--- src/rtl/adff_share_arbiter_pkg.sv ---
// Shared types and helpers for the round-robin arbiter in front of the async-reset register.
// Holds the FSM state encoding, the index-width rule and the round-robin winner search.
package adff_share_pkg;

    typedef enum logic [1:0] {
        IDLE = 2'd0,
        LOAD = 2'd1,
        HOLD = 2'd2
    } state_e;

    localparam int unsigned MAX_NREQ = 32;
    localparam int unsigned MAX_IW   = $clog2(MAX_NREQ);
    localparam int unsigned DEF_NREQ = 4;

    function automatic int unsigned idx_width(input int unsigned n);
        return (n > 1) ? $clog2(n) : 1;
    endfunction

    localparam int unsigned IDX_W = idx_width(DEF_NREQ);

    // First set bit of req scanning ptr, ptr+1, ... with wrap modulo nreq; 0 when req is empty.
    function automatic int unsigned rr_pick(input logic [MAX_NREQ-1:0] req,
                                            input int unsigned       ptr,
                                            input int unsigned       nreq);
        logic [MAX_IW-1:0] idx;
        int unsigned       win;
        logic              found;
        win   = 0;
        found = 1'b0;
        for (int unsigned k = 0; k < MAX_NREQ; k++) begin
            idx = MAX_IW'((ptr + k) % nreq);
            if (k < nreq && !found && req[idx]) begin
                found = 1'b1;
                win   = int'(idx);
            end
        end
        return win;
    endfunction

endpackage

--- src/rtl/adff_share_arbiter_if.sv ---
// Requester-side bundle of the shared-register arbiter: requests, data, clear and grant/Q status.
// master drives REQ/D/CLR; slave (the arbiter) drives the grant and register view.
interface adff_share_arbiter_if
    import adff_share_pkg::*;
#(
    parameter int unsigned WIDTH = 5,
    parameter int unsigned NREQ  = 4
);
    localparam int unsigned IW = idx_width(NREQ);

    logic [NREQ-1:0]       REQ;
    logic [NREQ*WIDTH-1:0] D;
    logic                  CLR;
    logic [NREQ-1:0]       GNT;
    logic [WIDTH-1:0]      Q;
    logic [IW-1:0]         Q_OWNER;
    logic                  Q_VALID;
    logic                  BUSY;

    modport master (
        output REQ, D, CLR,
        input  GNT, Q, Q_OWNER, Q_VALID, BUSY
    );

    modport slave (
        input  REQ, D, CLR,
        output GNT, Q, Q_OWNER, Q_VALID, BUSY
    );

endinterface

--- src/rtl/adff_reg.sv ---
// WIDTH-bit storage register with async active-high reset, sync clear (wins) and load enable.
// One-cycle load latency; holds its value whenever neither clear nor enable is asserted.
module adff_reg #(
    parameter int unsigned WIDTH = 5
) (
    input  logic             i_clk,
    input  logic             i_arst,
    input  logic             i_en,
    input  logic             i_clr,
    input  logic [WIDTH-1:0] i_d,
    output logic [WIDTH-1:0] o_q
);

    logic [WIDTH-1:0] r_q;

    always_ff @(posedge i_clk or posedge i_arst) begin
        if (i_arst) begin
            r_q <= '0;
        end else if (i_clr) begin
            r_q <= '0;
        end else if (i_en) begin
            r_q <= i_d;
        end
    end

    assign o_q = r_q;

endmodule

--- src/rtl/adff_share_arbiter.sv ---
// Round-robin owner of one shared async-reset register: grant, load on the next edge, hold, rotate.
// Grant lasts 1+HOLD_CYCLES cycles unless the owner drops REQ; losing requesters simply wait.
module adff_share_arbiter
    import adff_share_pkg::*;
#(
    parameter int unsigned WIDTH       = 5,
    parameter int unsigned NREQ        = 4,
    parameter int unsigned HOLD_CYCLES = 2
) (
    input logic                 CLK,
    input logic                 ARST,
    adff_share_arbiter_if.slave bus
);

    localparam int unsigned IW = idx_width(NREQ);
    localparam int unsigned CW = (HOLD_CYCLES > 1) ? $clog2(HOLD_CYCLES) : 1;

    state_e           r_state, w_state_nxt;
    logic [IW-1:0]    r_ptr, w_ptr_nxt;
    logic [IW-1:0]    r_win, w_win_nxt;
    logic [IW-1:0]    r_owner, w_owner_nxt;
    logic [IW-1:0]    w_pick;
    logic [CW-1:0]    r_cnt, w_cnt_nxt;
    logic [NREQ-1:0]  r_gnt, w_gnt_nxt;
    logic             r_valid, w_valid_nxt;
    logic             w_load;
    logic             w_clr;
    logic [WIDTH-1:0] w_d_sel;
    logic [WIDTH-1:0] w_q;

    assign w_pick  = IW'(rr_pick(MAX_NREQ'(bus.REQ), int'(r_ptr), NREQ));
    assign w_d_sel = bus.D[r_win*WIDTH +: WIDTH];
    assign w_clr   = bus.CLR;

    always_comb begin
        w_state_nxt = r_state;
        w_ptr_nxt   = r_ptr;
        w_win_nxt   = r_win;
        w_owner_nxt = r_owner;
        w_cnt_nxt   = r_cnt;
        w_gnt_nxt   = r_gnt;
        w_valid_nxt = r_valid;
        w_load      = 1'b0;

        if (bus.CLR) begin
            // Abort leaves the pointer alone so the interrupted owner keeps its turn.
            w_state_nxt = IDLE;
            w_gnt_nxt   = '0;
            w_valid_nxt = 1'b0;
        end else begin
            unique case (r_state)
                IDLE: begin
                    if (|bus.REQ) begin
                        w_win_nxt   = w_pick;
                        w_gnt_nxt   = NREQ'(1) << w_pick;
                        w_state_nxt = LOAD;
                    end
                end
                LOAD: begin
                    w_load      = 1'b1;
                    w_owner_nxt = r_win;
                    w_valid_nxt = 1'b1;
                    w_cnt_nxt   = CW'(HOLD_CYCLES - 1);
                    w_state_nxt = HOLD;
                end
                HOLD: begin
                    if (r_cnt == '0 || !bus.REQ[r_win]) begin
                        w_state_nxt = IDLE;
                        w_gnt_nxt   = '0;
                        w_ptr_nxt   = (r_win == IW'(NREQ - 1)) ? '0 : r_win + 1'b1;
                    end else begin
                        w_cnt_nxt = r_cnt - 1'b1;
                    end
                end
                default: begin
                    w_state_nxt = IDLE;
                    w_gnt_nxt   = '0;
                end
            endcase
        end
    end

    always_ff @(posedge CLK or posedge ARST) begin
        if (ARST) begin
            r_state <= IDLE;
            r_ptr   <= '0;
            r_win   <= '0;
            r_owner <= '0;
            r_cnt   <= '0;
            r_gnt   <= '0;
            r_valid <= 1'b0;
        end else begin
            r_state <= w_state_nxt;
            r_ptr   <= w_ptr_nxt;
            r_win   <= w_win_nxt;
            r_owner <= w_owner_nxt;
            r_cnt   <= w_cnt_nxt;
            r_gnt   <= w_gnt_nxt;
            r_valid <= w_valid_nxt;
        end
    end

    adff_reg #(
        .WIDTH (WIDTH)
    ) u_q_reg (
        .i_clk  (CLK),
        .i_arst (ARST),
        .i_en   (w_load),
        .i_clr  (w_clr),
        .i_d    (w_d_sel),
        .o_q    (w_q)
    );

    assign bus.GNT     = r_gnt;
    assign bus.Q       = w_q;
    assign bus.Q_OWNER = r_owner;
    assign bus.Q_VALID = r_valid;
    assign bus.BUSY    = (r_state != IDLE);

    always_ff @(posedge CLK) begin
        if (!ARST) begin
            assert ($onehot0(r_gnt));
            assert (int'(r_win) < NREQ);
        end
    end

endmodule

--- src/flat_wrapper.sv ---
// flat-port wrapper written by rule: the top's interface ports become plain ports
module adff_share_arbiter_flat import adff_share_pkg::*;
#(
    parameter int unsigned WIDTH       = 5,
    parameter int unsigned NREQ        = 4,
    parameter int unsigned HOLD_CYCLES = 2
)
  (CLK, ARST, bus_REQ, bus_D, bus_CLR, bus_GNT, bus_Q, bus_Q_OWNER, bus_Q_VALID, bus_BUSY);
  adff_share_arbiter_if #(.WIDTH(WIDTH), .NREQ(NREQ)) bus_i ();
  input logic CLK;
  input logic ARST;
  input wire logic [$bits(bus_i.REQ)-1:0] bus_REQ;
  input wire logic [$bits(bus_i.D)-1:0] bus_D;
  input wire logic [$bits(bus_i.CLR)-1:0] bus_CLR;
  output wire logic [$bits(bus_i.GNT)-1:0] bus_GNT;
  output wire logic [$bits(bus_i.Q)-1:0] bus_Q;
  output wire logic [$bits(bus_i.Q_OWNER)-1:0] bus_Q_OWNER;
  output wire logic [$bits(bus_i.Q_VALID)-1:0] bus_Q_VALID;
  output wire logic [$bits(bus_i.BUSY)-1:0] bus_BUSY;
  assign bus_i.REQ = bus_REQ;
  assign bus_i.D = bus_D;
  assign bus_i.CLR = bus_CLR;
  assign bus_GNT = bus_i.GNT;
  assign bus_Q = bus_i.Q;
  assign bus_Q_OWNER = bus_i.Q_OWNER;
  assign bus_Q_VALID = bus_i.Q_VALID;
  assign bus_BUSY = bus_i.BUSY;
  adff_share_arbiter #(.WIDTH(WIDTH), .NREQ(NREQ), .HOLD_CYCLES(HOLD_CYCLES)) u_core (.CLK(CLK), .ARST(ARST), .bus(bus_i));
endmodule
--- config.mk ---
export PLATFORM = sky130hd
export DESIGN_NAME = adff_share_arbiter_flat
export DESIGN_NICKNAME = d
export VERILOG_FILES = /design/src/rtl/adff_share_arbiter_pkg.sv /design/src/rtl/adff_share_arbiter_if.sv /design/src/rtl/adff_reg.sv /design/src/rtl/adff_share_arbiter.sv /design/src/flat_wrapper.sv
export SDC_FILE = /design/constraint.sdc
export NUM_CORES = 1
export LEC_CHECK = 0
export ABC_AREA = 1
export BUFFER_PORTS_ARGS = -buffer_cell sky130_fd_sc_hd__clkbuf_2
export CAP_MARGIN = 20
export CORE_MARGIN = 2
export CORE_UTILIZATION = 45
export DETAILED_ROUTE_END_ITERATION = 8
export PLACE_DENSITY = 0.83
export SLEW_MARGIN = 20
export SYNTH_ARGS = -nofsm -noshare
export SYNTH_HDL_FRONTEND = slang
export SYNTH_SLANG_ARGS = --single-unit
export TNS_END_PERCENT = 10
--- constraint.sdc ---
create_clock -name CLK -period 1.2 [get_ports CLK]
set_input_delay 0.12 -clock CLK [delete_from_list [all_inputs] [get_ports CLK]]
set_output_delay 0.12 -clock CLK [all_outputs]
set_load 0.05 [all_outputs]
After elaboration in Yosys (flattened, before gate mapping)
Index checks and enable logic that the tools add are counted.
W data, S select, Z words.

operators by class
  $mul = 1
  shifts and indexed selects = 2
  add/subtract/negate cells = 5
  bitwise logic cells = 2
  equal/unequal tests = 7
  reduce and logical (&&, ||, !) cells = 20
  multiplexer cells = 34
  order comparisons = 5

operator list
  cell                   number
  $lt A2 B6 Y1 const B   4
  $shiftx A20 B6 Y5      1
  $mux W2                8
  $mux W1                13
  $mux W4                3
  $pmux W4 S3            1
  $reduce_and A3 Y1      4
  $bmux W1 S2            5
  $mux W5                2
  $reduce_bool A2 Y1     4
  $ne A3 B2 Y1 const B   2
  $pmux W2 S3            1
  $mul A2 B3 Y5 const B  1
  $add A2 B1 Y2 const B  2
  $add A2 B2 Y2 const B  2
  $eq A2 B2 Y1 const B   2
  $logic_not A1 Y1       4
  $ne A2 B2 Y1 const B   2
  $reduce_and A2 Y1      2
  $reduce_or A4 Y1       1
  $shl A1 B2 Y4 const A  1
  $logic_and A1 B1 Y1    3
  $lt A2 B3 Y1 const B   1
  $eq A2 B1 Y1 const B   1
  5 further kinds        6

storage, ports and cells
  register bits = 19
  input bits = 27

Logic depth before layout (Yosys ltp)
Gate-level depths: netlist (run 1).

  depth in word-level cells = 16
  depth in mapped cells = 13
  gate-level depth less buffers = 12

Modules after synthesis
Synthesis (run 1) repeated with hierarchy kept, for this count alone.

second synthesis, totals
  cell total of the unflattened synthesis = 180
  area total of the unflattened synthesis = 1236.2 um^2

modules (own cells, without submodules)
  module              times used  area an instance (um^2)  sequential area each (um^2)  cells an instance
  adff_share_arbiter  1           1029.7                   350.3                        157
  adff_reg            1           206.4                    125.1                        23

Least setup slack after synthesis (run 1)
Ideal clock, no wire load.

  path kind = flip-flop to flip-flop
  start = register u_core.r_ptr[0]
  end = register u_core.r_gnt[1], in the netlist u_core.bus.GNT[1]
  path slack = -0.122 ns
  path buffers = 1
  cell stages (with the launch flop) = 12
  arrival time = 1.204 ns
  library setup time = 0.118 ns
  cell sequence = dfrtp_1 -> buf_6 -> nand2_1 -> nand2_1 -> nand2_1 -> nand2_2 -> nor2_4 -> nand3_1 -> inv_1 -> nor2_1 -> nand3_1 -> nand2_1

between the ends
  word-level cells in the longest chain between the ends = 16
  elaborated cells on any way between the ends = 28
  those cells by class = 3 x add/sub; 1 x shift; 18 x mux; 6 x reduce/logical

ends and longest elaborated chain
  element                                                 line                          text
  start: declaration                                      adff_share_arbiter.sv:19      logic [IW-1:0] r_ptr, w_ptr_nxt;
  start signal: assignment                                adff_share_arbiter.sv:94      r_ptr <= w_ptr_nxt;
  branches (longest 11 deep; another with $add A2 B1 Y2)  -
  $mux W2 *                                               adff_share_arbiter_pkg.sv:32  if (k < nreq && !found && req[idx]) begin
  $shl A1 B2 Y4 *                                         adff_share_arbiter.sv:55      w_gnt_nxt = NREQ'(1) << w_pick;
  $mux W4 *                                               adff_share_arbiter.sv:53      if (|bus.REQ) begin
  $pmux W4 S3 *                                           adff_share_arbiter.sv:51      unique case (r_state)
  $mux W4 *                                               adff_share_arbiter.sv:45      if (bus.CLR) begin
  end signal: assignment                                  adff_share_arbiter.sv:98      r_gnt <= w_gnt_nxt;
  end: declaration                                        adff_share_arbiter.sv:24      logic [NREQ-1:0] r_gnt, w_gnt_nxt;

Mark *: on every way between the ends. The select of a mux whose other input is x is not followed.
A chain may end at the register's enable or synchronous reset.

Final worst setup path (run 1)
  start = register u_core.r_ptr[0]
  end = register u_core.r_win[0]

between the ends
  word-level cells in the longest chain between the ends = 12
  elaborated cells on any way between the ends = 24
  those cells by class = 3 x add/sub; 15 x mux; 6 x reduce/logical

ends and longest elaborated chain
  element                                                 line                          text
  branches (longest 11 deep; another with $add A2 B1 Y2)  -
  $mux W2 *                                               adff_share_arbiter_pkg.sv:32
  end signal: assignment                                  adff_share_arbiter.sv:95      r_win <= w_win_nxt;
  end: declaration                                        adff_share_arbiter.sv:20      logic [IW-1:0] r_win, w_win_nxt;

Marks and branches as above.

==> out/results.tsv, run 1 <==
metric	value	unit
run status	finished with violations	
count of placed standard cells including taps	261	
effective utilization at floorplan	46.3	%
violations in the final reports	negative setup slack	
total power divided by cell area	2490	nW/um^2
highest attainable clock frequency	0.699	GHz
relative slew slack	81.4	%
gr ovfl total	0	
slew at the pin with the worst max-slew slack	0.280	ns
fraction of the cycle the final worst path needs	119	%
Synth Cell Area	1240	sq um
Mapped Avg Cell Area	7.23	sq um
Final Net Count	264	
Floorplan Core Area	2690	sq um
EDFF count, synth	0	
async set-reset flop share out of synthesis	100	%
Yosys warnings	0	
DP Area	1650	sq um
Yosys top cell area share	38.2	%
category of the worst setup path capture point	flip-flop	
synthesized instance count	172	
maximum fanout along the worst path	9	
Die ar.	3200	sq um
number of max-cap violations	0	
count of input and output buffers	39	
remaining antenna violation count	0	
data arrival time of the worst path	1.64	ns
number of synthesized register bits	19	
cell with the most instances after synthesis	sky130_fd_sc_hd__nand2_1	
final hold slack	0.210	ns
Final Util	64.2	%
Site Rows	19	
maximum root-to-sink buffer count	2	
clock sinks	19	
Ports	40	
Post-Route WL	2830	microns
number of buffers created by CTS	3	
clk_lat worst skew	0.31	ns
static leakage power	0.975	nW
startpoint type of the worst setup path	flip-flop	
Total GRT Usage	19.2	%
number of antenna violations at the first check in global routing	0	
sum of net half-perimeters after detailed placement	2220	microns
top cells by area in the synthesized netlist	sky130_fd_sc_hd__dfrtp_1 38%, sky130_fd_sc_hd__nand2_1 14%, sky130_fd_sc_hd__inv_1 6.0%	
chip width	56.6	microns
wire length per cell after detailed routing	10.6	microns
vias per cell	4.88	
gp weighted congestion	0.855	
most area-hungry cell type in the Yosys netlist	sky130_fd_sc_hd__dfrtp_1	
growth of design area from synthesis to finish	38.6	%
worst IR drop on VDD	1.85	mV
clock tree root buffer cell	sky130_fd_sc_hd__clkbuf_4	
flip-flop cell with the highest count after synthesis	sky130_fd_sc_hd__dfrtp_1	
RSZ-0062 raised after global routing	true	
post-synth cell types	27	
CTS tree	done	
wire length of the first global-routing pass	4950	microns
vias in the first global route	1182	
proportion of synthesized chip area in sequential cells	38.2	%
clock slew at reported path FFs	0.12	ns
diode insertion count for antenna repair	0	
fin area	1720	sq um
Slew Viols, Final	0	
Hold Crit Class	primary input to flip-flop	
starting DRC count in detailed routing	33	
hold violation count in the final report	0	
number of H-tree levels	1	
height of the die	56.6	microns
path type of the worst setup path	flip-flop to flip-flop	
proportion of layout cells with a drive suffix above 1	42.6	%
Min Clock Period, post-route	1.43	ns
total power of the final layout	4.30	mW
Worst Clk Skew	0.0123	ns
setup slack of the critical path after layout	-0.231	ns
total number of vias	1298	
pin count of the biggest net entering global routing	20	
first-pass iteration count of the detailed router	4	
Final Setup Violations	7	
setup bufs post-CTS	0	
commonest cells in the netlist	46 x sky130_fd_sc_hd__nand2_1, 20 x sky130_fd_sc_hd__inv_1, 19 x sky130_fd_sc_hd__dfrtp_1	
Mapped Nets	200	
count of unresolved DRC violations after routing	0	
Reg2Reg Setup Slack	-0.23	ns
required time of the critical path	1.41	ns
count of placed standard cells in the final layout, fillers left out	266	
==> sequential cells by signal (all words and copies together) (netlist names) <==
register	cells
u_core.r_state	2
u_core.r_cnt	1
u_core.bus.GNT	4
u_core.bus.Q_OWNER	2
u_core.bus.Q_VALID	1
u_core.u_q_reg.o_q	5
u_core.r_ptr	2
u_core.r_win	2
==> final timing paths <==
check                                              to  cells after the start         startpoint
worst max-delay path                  u_core.r_win[0]                     11    u_core.r_ptr[0]
worst min-delay path            u_core.u_q_reg.o_q[3]                      4           bus_D[3]
worst max register to register        u_core.r_win[0]                     11    u_core.r_ptr[0]
worst min register to register      u_core.bus.GNT[2]                      2  u_core.bus.GNT[2]
max in group asynchronous             u_core.r_ptr[0]                      4               ARST
min in group asynchronous          u_core.bus.Q_VALID                      4               ARST
==> layer usage <==
layer / track usage (%) / wire (microns)
met1: 25.6 / 1340
met2: 32.6 / 1350
met3: 2.07 / 99
met4: 6.12 / 38
met5: 0 / 0
==> cell families (layout without fill, tap and decap cells) <==
logic type	count (synthesis)	after routing	synth area share, %
and+or+nand+nor	92	92	34.0
AOI/OAI and AO/OA	33	33	17.4
buffers and inverters	27	90	9.36
DFF	19	19	38.2
adders and majority gates	1	1	1.01
==> cells in the final DEF, fill, tap and decap left out, types with 2 or more instances in the layout <==
master	netlist	final
sky130_fd_sc_hd__nand2_1	46	41
sky130_fd_sc_hd__nor2_1	16	15
sky130_fd_sc_hd__inv_2	3	5
sky130_fd_sc_hd__nand2_2	10	15
sky130_fd_sc_hd__nand3_1	12	9
sky130_fd_sc_hd__a22o_1	5	5
sky130_fd_sc_hd__dfrtp_1	19	19
sky130_fd_sc_hd__clkbuf_2	0	38
sky130_fd_sc_hd__o22ai_1	5	5
sky130_fd_sc_hd__nand2_4	2	2
sky130_fd_sc_hd__o21ai_1	2	10
sky130_fd_sc_hd__buf_4	0	20
sky130_fd_sc_hd__inv_1	20	18
sky130_fd_sc_hd__nand3_2	1	4
sky130_fd_sc_hd__a21oi_1	2	2
sky130_fd_sc_hd__nor2_4	1	2
sky130_fd_sc_hd__o21ai_0	14	6
sky130_fd_sc_hd__clkbuf_4	0	4
sky130_fd_sc_hd__nand4_1	2	2
==> area by class of cell <==
| type | instances | area [sq um] |
|---|---|---|
| sequential | 19 | 475 |
| multi-input combinational | 126 | 696 |
| clock buffer | 3 | 22.5 |
| inverter | 24 | 97.6 |
| timing repair buffer | 62 | 389 |
| clock inverter | 1 | 5.00 |
| tap | 31 | 38.8 |
| fill | 252 | 962 |
==> worst max-delay path: stages (launching register included) <==
cell and delay (ns):
sky130_fd_sc_hd__dfrtp_1 0.41, sky130_fd_sc_hd__buf_12 0.15, sky130_fd_sc_hd__nand2_1 0.08, sky130_fd_sc_hd__nand2_2 0.06
sky130_fd_sc_hd__nand2_2 0.08, sky130_fd_sc_hd__nand2_4 0.07, sky130_fd_sc_hd__nor2_4 0.14, sky130_fd_sc_hd__nand2_1 0.08
sky130_fd_sc_hd__nand3_2 0.08, sky130_fd_sc_hd__nand2_2 0.06, sky130_fd_sc_hd__nand2_1 0.07, sky130_fd_sc_hd__o21ai_1 0.07
==> repair_timing <==
action                                 4_1_cts  5_1_grt
hold buffers                                 1        0
pin swaps                                    1        1
gates resized for setup                     11       11
setup endpoints to repair                   13       17
endpoints found under the hold margin       19        0
==> where the power goes <==
| group | internal (mW) | total, mW | switching, mW | leakage [nW] |
|---|---|---|---|---|
| Clock | 0.124 | 0.337 | 0.213 | 0.0177 |
| Combinational | 1.07 | 2.94 | 1.87 | 0.714 |
| Sequential | 0.862 | 1.02 | 0.156 | 0.243 |
==> per-stage QoR <==
stage / setup WS (ns) / setup TNS, ns
floorplan: -0.113 / -0.638
global placement: -0.223 / -1.23
detailed placement: -0.256 / -1.45
CTS: -0.248 / -1.56
global route: -0.368 / -2.63
finish: -0.231 / -1.43
Power figures use the tool's default switching activity.
==> run 2: changes to the inputs <==
Settings changed: ABC_AREA 1 to not set, CORE_UTILIZATION 45 to 43, PLACE_DENSITY 0.83 to 0.82.
==> run 2 against run 1 <==
  * The run still ends with negative setup slack left
  * Synthesized area shrank 16%
  * Cell count shrank 35%
  * Non-clock buffer count shrank 4
  * Wire length grew 2.0%
  * Core utilization grew 1.2 points
  * Synthesized cell count shrank 49%
  * Critical path depth shrank 8
  * Power shrank 31%
  * Sequential power shrank 5%
  * Clock power shrank 1%
  * Critical endpoint is now u_core.r_ptr[1]
==> out/results.tsv, run 2 <==
metric	value	unit	change
category of the worst setup path capture point	flip-flop		
sum of net half-perimeters after detailed placement	2010	microns	-9.1%
gp weighted congestion	0.784		-8.4%
Final Net Count	175		-34%
Mapped Avg Cell Area	12.0	sq um	+65%
first-pass iteration count of the detailed router	4		unchanged
Worst Clk Skew	0.00355	ns	-0.00879 ns
top cells by area in the synthesized netlist	sky130_fd_sc_hd__dfrtp_1 46%, sky130_fd_sc_hd__mux4_1 13%, sky130_fd_sc_hd__nand2_1 4.7%		
proportion of synthesized chip area in sequential cells	45.7	%	+7.4 points
run status	finished with violations		
post-placement setup slack	-0.349	ns	-0.0929 ns
Total GRT Usage	19.5	%	+0.28 points
RSZ-0062 raised after global routing	true		
Hold Crit Class	primary input to flip-flop		
required time of the critical path	1.39	ns	-0.02 ns
commonest cells in the netlist	19 x sky130_fd_sc_hd__dfrtp_1, 13 x sky130_fd_sc_hd__nand2_1, 8 x sky130_fd_sc_hd__a21oi_1		
Die ar.	2830	sq um	-12%
number of synthesized register bits	19		unchanged
async set-reset flop share out of synthesis	100	%	unchanged
Ports	40		unchanged
total power of the final layout	2.96	mW	-31%
startpoint of the worst hold path	bus_CLR		
Worst R2R Start	u_core.r_win[0]		
maximum root-to-sink buffer count	2		unchanged
Synth Cell Area	1040	sq um	-16%
endpoint of the worst hold-timing path	u_core.u_q_reg.o_q[2]		
count of unresolved DRC violations after routing	0		unchanged
wire length of the first global-routing pass	3890	microns	-21%
Min Clock Period, post-route	1.60	ns	+0.170 ns
Floorplan Core Area	2250	sq um	-16%
proportion of layout cells with a drive suffix above 1	56.2	%	+14 points
synthesized instance count	87		-49%
relative slew slack	81.9	%	+0.51 points
most frequent cells in the layout	38 x sky130_fd_sc_hd__clkbuf_2, 17 x sky130_fd_sc_hd__dfrtp_1, 15 x sky130_fd_sc_hd__buf_4, 13 x sky130_fd_sc_hd__nand2_1, 8 x sky130_fd_sc_hd__a21oi_1		
growth of design area from synthesis to finish	41.6	%	
Site Rows	17		-2
highest attainable clock frequency	0.624	GHz	-11%
count of input and output buffers	39		unchanged
met1 WL	1190	microns	-12%
number of H-tree levels	1		unchanged
Yosys warnings	0		unchanged
sum of met3 wire segment lengths after detailed routing	166	microns	+68%
number of antenna violations at the first check in global routing	0		unchanged
Final Setup Violations	17		+10
cell with the most instances after synthesis	sky130_fd_sc_hd__dfrtp_1		
total power divided by cell area	2010	nW/um^2	-19%
Yosys top cell area share	45.7	%	+7.4 points
clk_lat worst skew	0.30	ns	about the same
highest metal layer with signal wires	met4		
most common library cell in the layout ignoring fill and taps	sky130_fd_sc_hd__clkbuf_2		
violations in the final reports	negative setup slack		
maximum fanout along the worst path	3		-6
data arrival time of the worst path	1.79	ns	+0.15 ns
hold violation count in the final report	0		unchanged
wire length per cell after detailed routing	16.6	microns	+56%
fill cell total of the finished layout	186		-26%
number of buffers created by CTS	3		unchanged
clock tree root buffer cell	sky130_fd_sc_hd__clkbuf_4		
path type of the worst setup path	flip-flop to flip-flop		
starting DRC count in detailed routing	24		-27%
diode insertion count for antenna repair	0		unchanged
static leakage power	0.725	nW	-26%
Reg2Reg Setup Slack	-0.40	ns	-0.17 ns
worst IR drop on VDD	1.91	mV	+3.4%
Worst R2R Path Depth	3		-8
post-synth cell types	30		+11%
chip width	53.2	microns	-6.0%
Post-Route WL	2880	microns	+2.0%
clock sinks	19		unchanged
clock slew at reported path FFs	0.11	ns	about the same
total number of vias	960		-26%
vias per cell	5.52		+13%
vias in the first global route	928		-21%
max FFs per register	5		unchanged
pin count of the biggest net entering global routing	20		unchanged
worst r2r dst	u_core.r_ptr[1]		
flip-flop cell with the highest count after synthesis	sky130_fd_sc_hd__dfrtp_1		
fraction of the cycle the final worst path needs	133	%	+14 points
Worst Hold Depth	2		-2
Mapped Nets	115		-43%
height of the die	53.2	microns	-6.0%
number of max-cap violations	0		unchanged
CTS tree	done		
setup slack of the critical path after layout	-0.402	ns	-0.170 ns
gr ovfl total	0		unchanged
effective utilization at floorplan	46.2	%	-0.13 points
EDFF count, synth	0		unchanged
wire length on met2	1490	microns	+11%
slew at the pin with the worst max-slew slack	0.269	ns	-0.0113 ns
Slew Viols, Final	0		unchanged
startpoint type of the worst setup path	flip-flop		
most area-hungry cell type in the Yosys netlist	sky130_fd_sc_hd__dfrtp_1		
remaining antenna violation count	0		unchanged
run 2: area by class of cell:
cell class              instances  area, sq um  area share [%]
flip-flops and latches         19          478            32.4
repair buffers                 58          370            25.1
multi-input cells              61          549            37.3
clock buffers                   4         26.3            1.78
well taps                      28         35.0            2.38
inverters                       4         15.0            1.02
run 2: logic make-up after synthesis:
group | synth area share (%)
AND/OR/NAND/NOR | 11.5
adder cells (fa/ha/maj) | 1.20
AO/OA/AOI/OAI | 15.9
flip-flops | 45.7
buffers and inverters | 3.48
multiplexers | 22.2
run 2: report_power, final:
group          switching (mW)  internal (mW)
Combinational           0.884          0.777
Clock                   0.203          0.129
Sequential              0.146          0.819
run 2: per-layer routing:
layer | global-route usage (%) | vias to the layer above
met2 | 35.6 | 35
met1 | 22.3 | 476
met4 | 8.55 | 0
li1 | - | 445
met5 | 0 | -
met3 | 2.54 | 4
run 2: per-stage QoR:
step / hold WS, ns / utilization [%] / cell area (sq um) / std cells / TNS (ns)
final: 0.107 / 65.4 / 1470 / 174 / -3.49
after global routing: 0.105 / 65.4 / 1470 / 174 / -4.20
after CTS: 0.103 / 64.1 / 1450 / 174 / -3.61
after detailed placement: 0.138 / 61.1 / 1380 / 168 / -3.14
after global placement: 0.128 / 61.1 / 1380 / 168 / -2.54
after floorplan: 0.0711 / - / 1040 / 87 / -3.18
run 2: worst max-delay path by stage:
stage / startpoint / end / slack (ns) / cells past startpoint
6_report: u_core.r_win[0] / u_core.r_ptr[1] / -0.40 / 3
5_1_grt: u_core.r_win[0] / u_core.r_ptr[1] / -0.43 / 3
4_1_cts: u_core.r_win[0] / u_core.r_ptr[0] / -0.36 / 3
3_5_place_dp: u_core.r_win[0] / u_core.r_ptr[0] / -0.35 / 3
3_3_place_gp: u_core.r_win[0] / u_core.r_ptr[1] / -0.31 / 3
2_1_floorplan: u_core.r_win[0] / u_core.r_ptr[0] / -0.42 / 4
run 2: critical path: stages, from the launching register on:
cell and delay (ns):
sky130_fd_sc_hd__dfrtp_1 0.39, sky130_fd_sc_hd__mux4_2 0.57, sky130_fd_sc_hd__a21oi_4 0.21, sky130_fd_sc_hd__mux2_4 0.32
run 2: timing repair:
action                                 CTS  global route
gates cloned                             0             0
pin swaps                                1             3
hold buffers                             1             0
buffers inserted                         1             0
setup endpoints to repair               17            19
endpoints found under the hold margin   19             0
resized for setup                        7            17
